===== src/rtl/shifter_pkg.sv =====
// Shared definitions for the pipelined barrel shifter: op-code enum and op legality.
// Latency: n/a (types and pure functions only).
// Backpressure: n/a.
//
// Optional feature macro: SHIFTER_ROTATE_EN (when undefined, ROL/ROR are reserved codes).
package shifter_pkg;

    localparam int OP_W = 3;

    typedef enum logic [OP_W-1:0] {
        OP_SLL = 3'b000,
        OP_SRL = 3'b001,
        OP_SRA = 3'b010,
        OP_ROL = 3'b011,
        OP_ROR = 3'b100
    } op_e;

    // True for codes that must pass data unshifted and flag an error.
    function automatic logic op_reserved(input logic [OP_W-1:0] op);
        logic res;
        res = 1'b1;
        case (op)
            OP_SLL, OP_SRL, OP_SRA: res = 1'b0;
`ifdef SHIFTER_ROTATE_EN
            OP_ROL, OP_ROR:         res = 1'b0;
`endif
            default:                res = 1'b1;
        endcase
        return res;
    endfunction

endpackage


===== src/rtl/shift_stage.sv =====
// One barrel-shifter pipeline stage: conditional shift by DIST positions plus its payload registers.
// Latency: 1 cycle (registered output).
// Backpressure: loads only when adv=1; holds all registers otherwise.
//
// Ports: clk, rst_n (async active-low); adv (this stage advances this cycle);
//   in_vld/in_dat/in_op/in_shamt/in_err from the previous stage (or the block input);
//   out_vld/out_dat/out_op/out_shamt/out_err registered towards the next stage.
// Optional feature macro: SHIFTER_ROTATE_EN (wrap-around paths exist only when defined).
module shift_stage
    import shifter_pkg::*;
#(
    parameter int WIDTH = 8,
    parameter int DIST  = 1
) (
    input  logic                     clk,
    input  logic                     rst_n,
    input  logic                     adv,
    input  logic                     in_vld,
    input  logic [WIDTH-1:0]         in_dat,
    input  op_e                      in_op,
    input  logic [$clog2(WIDTH)-1:0] in_shamt,
    input  logic                     in_err,
    output logic                     out_vld,
    output logic [WIDTH-1:0]         out_dat,
    output op_e                      out_op,
    output logic [$clog2(WIDTH)-1:0] out_shamt,
    output logic                     out_err
);

    // Shift-amount bit this stage is responsible for.
    localparam int K = $clog2(DIST);

    logic [WIDTH-1:0] shifted;

    // Reserved ops travel with err=1 and are never shifted. SRA takes its fill from
    // the stage input MSB: earlier SRA stages already replicated the original sign there.
    always_comb begin
        shifted = in_dat;
        if (in_shamt[K] && !in_err) begin
            case (in_op)
                OP_SLL:  shifted = in_dat << DIST;
                OP_SRL:  shifted = in_dat >> DIST;
                OP_SRA:  shifted = {{DIST{in_dat[WIDTH-1]}}, in_dat[WIDTH-1:DIST]};
`ifdef SHIFTER_ROTATE_EN
                OP_ROL:  shifted = {in_dat[WIDTH-DIST-1:0], in_dat[WIDTH-1:WIDTH-DIST]};
                OP_ROR:  shifted = {in_dat[DIST-1:0], in_dat[WIDTH-1:DIST]};
`endif
                default: shifted = in_dat;
            endcase
        end
    end

    // Payload only loads alongside a valid so a drained stage keeps its last data;
    // the valid bit alone decides whether anything downstream looks at it.
    always_ff @(posedge clk or negedge rst_n) begin
        if (!rst_n) begin
            out_vld   <= 1'b0;
            out_dat   <= '0;
            out_op    <= OP_SLL;
            out_shamt <= '0;
            out_err   <= 1'b0;
        end else if (adv) begin
            out_vld <= in_vld;
            if (in_vld) begin
                out_dat   <= shifted;
                out_op    <= in_op;
                out_shamt <= in_shamt;
                out_err   <= in_err;
            end
        end
    end

endmodule


===== src/rtl/pipe_barrel_shifter.sv =====
// Pipelined barrel shifter (SLL/SRL/SRA, optional ROL/ROR), one stage per shift-amount bit.
// Latency: $clog2(WIDTH) cycles from input transfer to out_valid when not stalled.
// Backpressure: per-stage advance chain; empty stages keep moving while the output stalls.
//
// Ports: clk, rst_n (async active-low);
//   in_valid/in_ready/in_data/in_shamt/in_op  - operand handshake;
//   out_valid/out_ready/out_data/out_err      - result handshake (out_err flags reserved ops).
// Optional feature macro: SHIFTER_ROTATE_EN (ROL/ROR supported; otherwise they are reserved).
module pipe_barrel_shifter
    import shifter_pkg::*;
#(
    parameter int WIDTH = 8
) (
    input  logic                     clk,
    input  logic                     rst_n,
    input  logic                     in_valid,
    output logic                     in_ready,
    input  logic [WIDTH-1:0]         in_data,
    input  logic [$clog2(WIDTH)-1:0] in_shamt,
    input  logic [2:0]               in_op,
    output logic                     out_valid,
    input  logic                     out_ready,
    output logic [WIDTH-1:0]         out_data,
    output logic                     out_err
);

    localparam int SHW = $clog2(WIDTH);

    // Index 0 is the block input; index k+1 is the register set of stage k.
    logic             stg_vld   [SHW+1];
    logic [WIDTH-1:0] stg_dat   [SHW+1];
    op_e              stg_op    [SHW+1];
    logic [SHW-1:0]   stg_shamt [SHW+1];
    logic             stg_err   [SHW+1];

    logic [SHW-1:0]   adv;

    assign stg_vld[0]   = in_valid;
    assign stg_dat[0]   = in_data;
    assign stg_op[0]    = op_e'(in_op);
    assign stg_shamt[0] = in_shamt;
    assign stg_err[0]   = op_reserved(in_op);

    // A stage advances when it is empty or its successor advances; the chain is
    // evaluated from the output end so a free slot anywhere ripples back to the input.
    always_comb begin
        adv = '0;
        adv[SHW-1] = ~stg_vld[SHW] | out_ready;
        for (int k = SHW - 2; k >= 0; k--) begin
            adv[k] = ~stg_vld[k+1] | adv[k+1];
        end
    end

    assign in_ready = adv[0];

    for (genvar k = 0; k < SHW; k++) begin : g_stage
        shift_stage #(
            .WIDTH (WIDTH),
            .DIST  (1 << k)
        ) u_stage (
            .clk       (clk),
            .rst_n     (rst_n),
            .adv       (adv[k]),
            .in_vld    (stg_vld[k]),
            .in_dat    (stg_dat[k]),
            .in_op     (stg_op[k]),
            .in_shamt  (stg_shamt[k]),
            .in_err    (stg_err[k]),
            .out_vld   (stg_vld[k+1]),
            .out_dat   (stg_dat[k+1]),
            .out_op    (stg_op[k+1]),
            .out_shamt (stg_shamt[k+1]),
            .out_err   (stg_err[k+1])
        );
    end

    // The last stage drives the outputs directly; no extra output register.
    assign out_valid = stg_vld[SHW];
    assign out_data  = stg_dat[SHW];
    assign out_err   = stg_err[SHW];

    // Op and shift amount are not needed past the final stage.
    logic unused_tail;
    assign unused_tail = ^{stg_op[SHW], stg_shamt[SHW]};

endmodule


===== config.mk =====
export PLATFORM = sky130hd
export DESIGN_NAME = pipe_barrel_shifter
export DESIGN_NICKNAME = d
export VERILOG_FILES = /design/src/rtl/shifter_pkg.sv /design/src/rtl/shift_stage.sv /design/src/rtl/pipe_barrel_shifter.sv
export SDC_FILE = /design/constraint.sdc
export NUM_CORES = 1
export LEC_CHECK = 0
export BUFFER_PORTS_ARGS = -buffer_cell sky130_fd_sc_hd__buf_4
export CORE_MARGIN = 5
export CORE_UTILIZATION = 35
export DETAILED_ROUTE_END_ITERATION = 12
export HOLD_SLACK_MARGIN = 0.03
export PLACE_DENSITY = 0.51
export REMOVE_ABC_BUFFERS = 1
export SKIP_LAST_GASP = 1
export SLEW_MARGIN = 20
export SYNTH_ARGS = -nofsm -noshare
export SYNTH_HDL_FRONTEND = slang
export SYNTH_SLANG_ARGS = --single-unit
export TNS_END_PERCENT = 20

===== constraint.sdc =====
create_clock -name clk -period 2.75 [get_ports clk]
set_clock_uncertainty 0.05 [all_clocks]
set_input_delay 0.55 -clock clk [delete_from_list [all_inputs] [get_ports clk]]
set_output_delay 0.55 -clock clk [all_outputs]
set_load 0.05 [all_outputs]

==> results of run 1 <==
==> critical path: cells and delay by family (launching register included) <==
kind,cells,cell delay (ps)
flip-flops,1,400
AND/OR/NAND/NOR,1,490
AO/OA/AOI/OAI,3,740
==> cell families after synthesis <==
| group | count (synthesis) |
|---|---|
| flops | 39 |
| buf+inv | 15 |
| compound gates | 58 |
| xor+xnor | 2 |
| mux | 9 |
| simple gates | 106 |
==> power by group <==
| part | switching (uW) | internal, uW |
|---|---|---|
| combinational | 390 | 217 |
| sequential | 115 | 706 |
| clock | 188 | 197 |
==> metal layers <==
metal,up-vias,share of wire
li1,843,-
met1,745,0.46
met2,43,0.47
met3,6,0.054
met4,0,0.016
met5,-,0
==> path summary, 6_finish.rpt <==
path	start	to	slack, ps	cells after the start
setup / recovery	g_stage[0].u_stage.out_err$_DFFE_PN0P_	g_stage[1].u_stage.out_dat[5]$_DFFE_PN0P_	940	4
hold / removal	rst_n	g_stage[2].u_stage.out_err$_DFFE_PN0P_	160	1
setup reg to reg	g_stage[0].u_stage.out_err$_DFFE_PN0P_	g_stage[1].u_stage.out_dat[5]$_DFFE_PN0P_	940	4
hold reg to reg	g_stage[2].u_stage.out_dat[6]$_DFFE_PN0P_	g_stage[2].u_stage.out_dat[6]$_DFFE_PN0P_	430	2
max in group asynchronous	rst_n	g_stage[0].u_stage.out_dat[0]$_DFFE_PN0P_	2130	1
min in group clk	in_shamt[1]	g_stage[0].u_stage.out_shamt[1]$_DFFE_PN0P_	390	3
==> layout make-up <==
type,count,area share
Sequential cell,39,0.419
Timing Repair Buffer,28,0.0903
Clock inverter,1,0.00215
Clock buffer,6,0.0355
Tap cell,72,0.0387
Multi-Input combinational cell,175,0.414
==> state kept, by name (all words and copies together), names as in the netlist <==
| register | cells |
|---|---|
| g_stage.u_stage.out_dat | 24 |
| g_stage.u_stage.out_err | 3 |
| g_stage.u_stage.out_op | 6 |
| g_stage.u_stage.out_shamt | 3 |
| g_stage.u_stage.out_vld | 3 |
==> per-stage QoR <==
stage                     cell area, sq um  total power, uW
after floorplan                       1940             1230
after global placement                2240             1440
after detailed placement              2240             1450
after CTS                             2330             1840
after global routing                  2330             1930
final                                 2330             1810
==> cells in the final DEF, fill, tap and decap left out, types with 2 or more instances in the layout <==
cell       instances
nand2_1           54
dfrtp_1           39
buf_4             28
nor2_1            26
o21ai_0           18
a21oi_1           15
nand2b_1           8
nand3b_1           7
a221oi_1           7
mux2i_1            6
a22oi_1            6
clkbuf_8           6
o31ai_1            4
nor3_1             3
mux2_2             3
a31oi_1            3
and2_1             2
a2111oi_0          2
xnor2_1            2
a222oi_1           2
==> summary.txt, run 1 <==
GRT
  – Vias in the first global route: 1602
  – Largest net degree at the start of global routing: 40
  – GR Util met3: 0.0317
  – GR peak layer: met2
  – Total GRT Usage: 0.128
  – Initial antenna violation count: 0
  – M1 GR Usage: 0.160
  – First-pass GRT wire length: ~7600 microns
  – Gr ovfl total: 0
  – Grt met2 use: 0.212

Clock network
  – H-tree levels: 2
  – TritonCTS clock tree: built
  – Clk_lat worst skew: 290 ps
  – CTS clk-pin slew, worst paths: roughly 70 ps
  – Postcts setup bufs: 0
  – Clk root buf: clkbuf_8
  – Clock sink count: 39
  – Post-CTS sizing: 0
  – Hold buffers post-CTS: 0
  – CTS max path bufs: 2
  – Num CTS Buffers: 5

STA
  – Max-slew violations: 0
  – Final setup violation count: 0
  – Slew Limit Headroom: 0.618
  – Final hold viol count: 0
  – Worst hold margin: between 150 and 200 ps
  – Final worst path period need: between 1500 and 2000 ps
  – Period utilization: 0.657
  – Final TNS setup: 0 ps
  – Worst slew pin tran: 573 ps
  – RSZ-0062 raised after global routing: no
  – Max Clk Rate: about 550 MHz
  – Final worst slack: ~940 ps

Synthesis
  – Syn Area/Cell: slightly below 9 sq um
  – Most frequent cell after synthesis: nand2_1
  – Top post-synthesis cells by area: dfrtp_1 48%, nand2_1 10%, nor2_1 4.8%, o21ai_0 4.5%, a21oi_1 3.7%
  – Main combinational cell family by area after synthesis: simple AND/OR/NAND/NOR gates
  – Commonest cells in the netlist: 54 x nand2_1, 39 x dfrtp_1, 26 x nor2_1
  – Post-Synth Simple-Gate Area: 0.238
  – Seq cells post-synth: 39
  – Post-Synth XOR/XNOR Area: 0.00868
  – Distinct cells, synth: 30
  – Synth Flop Type: dfrtp_1
  – Post-synth EDFFs: 0
  – Mux contribution to synthesized area: 0.0465
  – Synth warn: 0
  – Synth Area in Compound Gates: 0.185
  – Synthesized area: just over 0.002 sq mm
  – Synth Instances: 229
  – Seq/Total Area, Yosys: 0.484
  – Share of the synthesized area in the top cell type: 0.484
  – Area leader, netlist: dfrtp_1
  – Asr flop ratio synth: 1.00
  – Fraction of the mapped netlist area in adder cells: 0

Placed design
  – Port bufs: 28
  – Placer Congestion: between 0.7 and 0.8
  – Inst Count DP: approximately 310
  – Hpwl dp: between 3000 and 4000 microns
  – Place WS: roughly 840 ps

Die
  – DIE HEIGHT: about 86 microns
  – Die Area: around 0.0074 sq mm
  – Ports: 29
  – Rows: 27
  – Core Box Area: roughly 0.0055 sq mm
  – Starting Density: 0.364
  – Die span in x: around 86 microns

Layout
  – Fillers: 582
  – Nets@finish: ~270
  – Share of layout cells above drive strength 1: 0.165
  – Finished Core Util: 0.420
  – Diode count: 0
  – Multi-input logic area: slightly below 0.001 sq mm
  – Fin cells: around 320
  – Register area: slightly below 0.001 sq mm
  – Area growth syn-to-layout: 15.4%

Min path
  – Worst min path class: primary input to async pin

Route
  – DR vias/cell: 5.10
  – WL/cell: 13.5 microns
  – Initial DRC Count: 84
  – Vias: ~1600
  – DRC violations left: 0
  – Detailed Route WL: roughly 4300 microns
  – Antenna Violating Nets Remaining: 0
  – Pre-antenna DRT Iters: 4

Power
  – Pwr/cell area: between 700 and 800 mW/mm^2
  – Pleak: between 0.001 and 0.0015 uW
  – Max VDD drop: between 0.3 and 0.4 mV

Worst setup path
  – Slowest stage cell, crit path: or3b_1
  – Worst Path Arrival: 1910 ps
  – CP Capture Type: flop
  – Crit path kind: flop to flop
  – Crit path max fanout: 8
  – Delay of the slowest critical-path stage: 490 ps
  – Cell Chain, Critical Path: or3b_1 > a21o_4 > a222oi_1 > a21oi_1
  – Critical path data required time: between 2000 and 3000 ps
  – CP startpoint kind: flop

Run
  – Max Cap Viol: 0

Status
  – Status: finished, final reports clean
(Power assumes the default switching activity.)
==> run 2: changes to the inputs <==
--- a/config.mk
+++ b/config.mk
@@ -10,7 +10,7 @@
 export CORE_UTILIZATION = 35
 export DETAILED_ROUTE_END_ITERATION = 12
 export HOLD_SLACK_MARGIN = 0.03
-export PLACE_DENSITY = 0.51
+export PLACE_DENSITY = 0.53
 export REMOVE_ABC_BUFFERS = 1
 export SKIP_LAST_GASP = 1
 export SLEW_MARGIN = 20
==> constraint.sdc (replaced) <==
create_clock -name clk -period 1.61 [get_ports clk]
set_clock_uncertainty 0.05 [all_clocks]
set_input_delay 0.322 -clock clk [delete_from_list [all_inputs] [get_ports clk]]
set_output_delay 0.322 -clock clk [all_outputs]
set_load 0.05 [all_outputs]
==> summary.txt, run 2 (synthesis gave the netlist of run 1 again) <==
Run
  – Max Cap Viol: 0 (unchanged)

Route
  – Vias: 1706 (was 1637)
  – DR vias/cell: 5.08 (was 5.10)
  – WL/cell: 12.9 microns (was 13.5 microns)
  – Detailed Route WL: 4340 microns (was 4330 microns)
  – Antenna Violating Nets Remaining: 0 (unchanged)
  – Initial DRC Count: 73 (was 84)
  – DRC violations left: 0 (unchanged)
  – Pre-antenna DRT Iters: 4 (unchanged)

Die
  – Ports: 29 (unchanged)
  – Rows: 27 (unchanged)
  – Die span in x: 85.9 microns (unchanged)
  – DIE HEIGHT: 85.9 microns (unchanged)
  – Starting Density: 0.364 (unchanged)
  – Die Area: 0.00738 sq mm (unchanged)
  – Core Box Area: 0.00554 sq mm (unchanged)

Layout
  – Most flops, register: g_stage.u_stage.out_dat (unchanged)
  – Biggest regs: g_stage.u_stage.out_dat x24, g_stage.u_stage.out_op x6 (unchanged)
  – Fin cells: 336 (was 321)
  – Share of layout cells above drive strength 1: 0.212 (was 0.165)
  – Fillers: 597 (was 582)
  – Diode count: 0 (unchanged)
  – Multi-input logic area: 980 sq um (was 965 sq um)
  – Most frequent cells in the layout: 54 x nand2_1, 41 x buf_4, 39 x dfrtp_1 (was 54 x nand2_1, 39 x dfrtp_1, 28 x buf_4)
  – Finished Core Util: 0.441 (was 0.420)
  – Nets@finish: 281 (was 267)
  – Commonest non-fill, non-tap cell in the layout: nand2_1 (unchanged)
  – Area growth syn-to-layout: 21.1% (was 15.4%)
  – Max reg flops: 24 (unchanged)
  – Register area: 976 sq um (unchanged)

Power
  – Internal power: 1940 uW (was 1120 uW)
  – Pwr/cell area: 1290 mW/mm^2 (was 778 mW/mm^2)
  – Seq pwr share: 0.442 (was 0.453)
  – Pleak: 0.00109 uW (was 0.00103 uW)
  – Switching part of the total: 0.382 (about the same)
  – Switching power: 1200 uW (was 693 uW)
  – Overall Power: 3150 uW (was 1810 uW)
  – Max VDD drop: 0.539 mV (was 0.314 mV)
  – Clock power share: 0.199 (was 0.212)
  – Power share of the combinational group: 0.359 (was 0.335)

STA
  – Final setup violation count: 0 (unchanged)
  – Final worst path period need: 1610 ps (was 1810 ps)
  – Worst slew pin tran: 566 ps (was 573 ps)
  – Final TNS setup: 0 ps (unchanged)
  – Max-slew violations: 0 (unchanged)
  – Worst hold margin: 169 ps (was 164 ps)
  – Slew Limit Headroom: 0.623 (was 0.618)
  – Max Clk Rate: 621 MHz (was 553 MHz)
  – Final hold viol count: 0 (unchanged)
  – RSZ-0062 raised after global routing: yes (was no)
  – Period utilization: 1.00 (was 0.657)

Worst setup path
  – Critical path data required time: 1720 ps (was 2860 ps)
  – Crit path max fanout: 5 (was 8)
  – Setup crit start: g_stage[0].u_stage.out_err$_DFFE_PN0P_ (unchanged)
  – CP Capture Type: flop (unchanged)
  – Reg-to-reg slack, setup: 0.3 ps (was 940 ps)
  – Worst Path Arrival: 1720 ps (was 1910 ps)
  – Crit path kind: flop to flop (unchanged)
  – CP startpoint kind: flop (unchanged)
  – R2r startpoint: g_stage[0].u_stage.out_err$_DFFE_PN0P_ (unchanged)

Placed design
  – Placer Congestion: 0.795 (was 0.769)
  – Port bufs: 28 (unchanged)
  – Inst Count DP: 327 (was 314)
  – Hpwl dp: 3240 microns (was 3200 microns)

GRT
  – Vias in the first global route: 1673 (was 1602)
  – Total GRT Usage: 0.127 (was 0.128)
  – Gr ovfl total: 0 (unchanged)
  – First-pass GRT wire length: 7650 microns (was 7600 microns)
  – Initial antenna violation count: 0 (unchanged)
  – Largest net degree at the start of global routing: 40 (unchanged)

Clock network
  – Clk root buf: clkbuf_8 (unchanged)
  – CTS clk-pin slew, worst paths: 70 ps (about the same)
  – CTS max path bufs: 2 (unchanged)
  – Postcts setup bufs: 0 (unchanged)
  – H-tree levels: 2 (unchanged)
  – Num CTS Buffers: 5 (unchanged)
  – TritonCTS clock tree: built (unchanged)
  – Clk_lat worst skew: 290 ps (about the same)
  – Clock sink count: 39 (unchanged)

Min path
  – Worst min path class: primary input to flop (was primary input to async pin)
  – Worst hold start: in_shamt[1]

Status
  – Status: finished, final reports clean (unchanged)
run 2: metal layers:
metal,share of wire,vias up,GRT usage
met3,0.045,9,0.0317
met4,0.017,0,0.0417
met5,0,-,0
li1,-,874,-
met2,0.46,33,0.207
met1,0.47,790,0.164
run 2: layout make-up:
type / count / share of cell area
Clock buffer: 7 / 0.0312
Clock inverter: 1 / 0.00205
Multi-Input combinational cell: 175 / 0.401
Sequential cell: 39 / 0.399
Tap cell: 72 / 0.0368
Timing Repair Buffer: 42 / 0.130
run 2: per-stage QoR:
| step | instance area [sq um] | setup slack [ps] |
|---|---|---|
| after floorplan | 1940 | -603 |
| after global placement | 2340 | -14.6 |
| after detailed placement | 2340 | -37.8 |
| after CTS | 2430 | -8.22 |
| after global routing | 2440 | -91.5 |
| final | 2440 | 0.322 |
run 2: critical path: stages (launching register included):
cell and delay [ps]:
dfrtp_1 380, or3b_4 410, a21o_4 210, a222oi_1 330, a21oi_1 100
run 2: power groups by stage:
stage	combinational (uW)	sequential, uW	clock [uW]
final	1130	1390	626
after global routing	1240	1420	696
after CTS	1140	1390	656
after detailed placement	1130	1410	0
after global placement	1120	1400	0
after floorplan	427	1680	0
run 2: final timing paths:
path	end	depth (start not counted)
worst max-delay path	g_stage[1].u_stage.out_dat[5]$_DFFE_PN0P_	4
worst min-delay path	g_stage[0].u_stage.out_shamt[1]$_DFFE_PN0P_	3
worst max register to register	g_stage[1].u_stage.out_dat[5]$_DFFE_PN0P_	4
worst min register to register	g_stage[2].u_stage.out_dat[4]$_DFFE_PN0P_	2
max in group asynchronous	g_stage[0].u_stage.out_dat[5]$_DFFE_PN0P_	2
min in group asynchronous	g_stage[1].u_stage.out_err$_DFFE_PN0P_	2
run 2: repair_timing:
action,in CTS,in global routing
hold buffers,1,0
pin swaps,4,0
cloned,0,0
setup endpoints to repair,4,12
resized for setup,1,5
endpoints found under the hold margin,39,0
==> run 3: changes to the inputs <==
--- a/config.mk
+++ b/config.mk
@@ -6,11 +6,13 @@
 export NUM_CORES = 1
 export LEC_CHECK = 0
 export BUFFER_PORTS_ARGS = -buffer_cell sky130_fd_sc_hd__buf_4
+export CELL_PAD_IN_SITES_DETAIL_PLACEMENT = 1
+export CELL_PAD_IN_SITES_GLOBAL_PLACEMENT = 2
 export CORE_MARGIN = 5
-export CORE_UTILIZATION = 35
+export CORE_UTILIZATION = 31
 export DETAILED_ROUTE_END_ITERATION = 12
 export HOLD_SLACK_MARGIN = 0.03
-export PLACE_DENSITY = 0.53
+export PLACE_DENSITY = 0.73
 export REMOVE_ABC_BUFFERS = 1
 export SKIP_LAST_GASP = 1
 export SLEW_MARGIN = 20
==> summary.txt, run 3 (synthesis gave the netlist of run 1 again) <==
Status
  – Failing checks: negative setup slack
  – Status: finished, violations left (was finished, final reports clean)

STA
  – Worst slew pin tran: 579 ps (was 566 ps)
  – Period utilization: 1.02 (was 1.00)
  – RSZ-0062 raised after global routing: yes (unchanged)
  – Slew Limit Headroom: 0.614 (was 0.623)
  – Final worst slack: -24.7 ps (was 0.322 ps)
  – Max-slew violations: 0 (unchanged)
  – Final worst path period need: 1630 ps (was 1610 ps)
  – Final hold viol count: 0 (unchanged)
  – Max Clk Rate: 612 MHz (was 621 MHz)
  – Final setup violation count: 2 (was 0)
  – Final TNS setup: -28.5 ps (was 0 ps)

Layout
  – Max reg flops: 24 (unchanged)
  – Finished Core Util: 0.388 (was 0.441)
  – Most frequent cells in the layout: 54 x nand2_1, 42 x buf_4, 39 x dfrtp_1 (was 54 x nand2_1, 41 x buf_4, 39 x dfrtp_1)
  – Area growth syn-to-layout: 22.2% (was 21.1%)
  – Fillers: 761 (was 597)
  – Nets@finish: 282 (was 281)
  – Diode count: 0 (unchanged)
  – Biggest regs: g_stage.u_stage.out_dat x24, g_stage.u_stage.out_op x6 (unchanged)
  – Fin cells: 342 (was 336)
  – Most flops, register: g_stage.u_stage.out_dat (unchanged)
  – Commonest non-fill, non-tap cell in the layout: nand2_1 (unchanged)
  – Share of layout cells above drive strength 1: 0.223 (was 0.212)

Run
  – Max Cap Viol: 0 (unchanged)

Worst setup path
  – CP endpoint: g_stage[1].u_stage.out_dat[5]$_DFFE_PN0P_ (unchanged)
  – Critical path data required time: 1720 ps (about the same)
  – Crit path max fanout: 7 (was 5)
  – R2r startpoint: g_stage[0].u_stage.out_op[2]$_DFFE_PN0P_ (was g_stage[0].u_stage.out_err$_DFFE_PN0P_)
  – Reg-to-reg slack, setup: -20 ps (was 0.3 ps)
  – Slowest stage cell, crit path: or3b_4 (unchanged)
  – Setup crit start: g_stage[0].u_stage.out_op[2]$_DFFE_PN0P_ (was g_stage[0].u_stage.out_err$_DFFE_PN0P_)
  – Worst reg2reg endpoint: g_stage[1].u_stage.out_dat[5]$_DFFE_PN0P_ (unchanged)
  – Worst R2R Path Depth: 4 (unchanged)
  – Worst Path Arrival: 1740 ps (was 1720 ps)
  – Delay of the slowest critical-path stage: 400 ps (was 410 ps)
  – CP Capture Type: flop (unchanged)
  – CP startpoint kind: flop (unchanged)
  – Crit path kind: flop to flop (unchanged)
  – Cell Chain, Critical Path: or3b_4 > a21o_4 > a222oi_1 > a21oi_1 (unchanged)

Placed design
  – Place WS: -42.3 ps (was -37.8 ps)
  – Inst Count DP: 333 (was 327)
  – Hpwl dp: 3930 microns (was 3240 microns)
  – Port bufs: 28 (unchanged)
  – Placer Congestion: 0.824 (was 0.795)

Route
  – WL/cell: 15.0 microns (was 12.9 microns)
  – Initial DRC Count: 82 (was 73)
  – Vias: 1703 (was 1706)
  – Pre-antenna DRT Iters: 4 (unchanged)
  – Antenna Violating Nets Remaining: 0 (unchanged)
  – Detailed Route WL: 5120 microns (was 4340 microns)
  – DRC violations left: 0 (unchanged)
  – DR vias/cell: 4.98 (was 5.08)

Clock network
  – CTS clk-pin slew, worst paths: 80 ps (was 70 ps)
  – Num CTS Buffers: 5 (unchanged)
  – Clock sink count: 39 (unchanged)
  – TritonCTS clock tree: built (unchanged)
  – Clk root buf: clkbuf_8 (unchanged)
  – Clk_lat worst skew: 290 ps (about the same)
  – CTS max path bufs: 2 (unchanged)
  – Postcts setup bufs: 0 (unchanged)
  – H-tree levels: 2 (unchanged)

Die
  – Rows: 29 (was 27)
  – Die span in x: 90.7 microns (was 85.9 microns)
  – Ports: 29 (unchanged)
  – Starting Density: 0.318 (was 0.364)
  – DIE HEIGHT: 90.7 microns (was 85.9 microns)
  – Core Box Area: 0.00635 sq mm (was 0.00554 sq mm)
  – Die Area: 0.00822 sq mm (was 0.00738 sq mm)

GRT
  – Grt met2 use: 0.223 (was 0.207)
  – Largest net degree at the start of global routing: 40 (unchanged)
  – Initial antenna violation count: 0 (unchanged)
  – Gr ovfl total: 0 (unchanged)
  – First-pass GRT wire length: 8790 microns (was 7650 microns)
  – Total GRT Usage: 0.129 (was 0.127)
  – M1 GR Usage: 0.155 (was 0.164)
  – Vias in the first global route: 1802 (was 1673)
  – GR Util met3: 0.0317 (about the same)
  – GR peak layer: met2 (unchanged)

Min path
  – Worst min path class: primary input to flop (unchanged)
  – Worst hold start: in_shamt[2] (was in_shamt[1])

Power
  – Pleak: 0.00110 uW (was 0.00109 uW)
  – Pwr/cell area: 1300 mW/mm^2 (was 1290 mW/mm^2)
  – Max VDD drop: 0.740 mV (was 0.539 mV)
-- run 3: changes by cell type in the layout (fill, tap and decap cells not counted), sizes merged --
cell	previous run	this run
buf	41	42
-- run 3: area by class of cell --
cell class / count / area, sq um / area share
Clock inverter: 1 / 5.00 / 0.00203
Timing Repair Buffer: 43 / 325 / 0.132
Tap cell: 77 / 96.3 / 0.0391
Multi-Input combinational cell: 175 / 987 / 0.400
Sequential cell: 39 / 976 / 0.396
Clock buffer: 7 / 76.3 / 0.0309
-- run 3: layer usage --
metal  share of wire  vias up
li1                -      866
met1            0.45      795
met2            0.50       36
met3           0.042        6
met4           0.011        0
met5               0        -
-- run 3: per-stage QoR --
stage	power (uW)	area, sq um	hold slack [ps]
final	3200	2470	172
after global routing	3410	2470	183
after CTS	3240	2450	163
after detailed placement	2570	2350	278
after global placement	2540	2350	279
after floorplan	2110	1940	-23.6
-- run 3: where the power goes --
group / total (uW) / switching [uW] / internal [uW]
Clock: 644 / 340 / 304
Combinational: 1160 / 718 / 445
Sequential: 1390 / 188 / 1200
Total: 3200 / 1250 / 1950
-- run 3: critical path: cells and delay by family (launching register included) --
family,cells,cell delay (ps)
AOI/OAI and AO/OA,3,680
and+or+nand+nor,1,400
DFF,1,380
-- run 3: worst min path at each step --
stage	end	slack, ps	cells past startpoint
finish	g_stage[0].u_stage.out_shamt[2]$_DFFE_PN0P_	170	3
global route	g_stage[0].u_stage.out_shamt[2]$_DFFE_PN0P_	180	3
CTS	g_stage[0].u_stage.out_shamt[2]$_DFFE_PN0P_	160	3
detailed placement	g_stage[2].u_stage.out_dat[4]$_DFFE_PN0P_	280	1
global placement	g_stage[2].u_stage.out_dat[2]$_DFFE_PN0P_	280	1
floorplan	g_stage[0].u_stage.out_dat[0]$_DFFE_PN0P_	-20	0
-- run 3: repair_timing --
action | in CTS | in global routing
resized for setup | 1 | 4
hold buffers | 1 | 0
pin swaps | 4 | 2
endpoints found under the hold margin | 39 | 0
endpoints found under the setup margin | 3 | 21
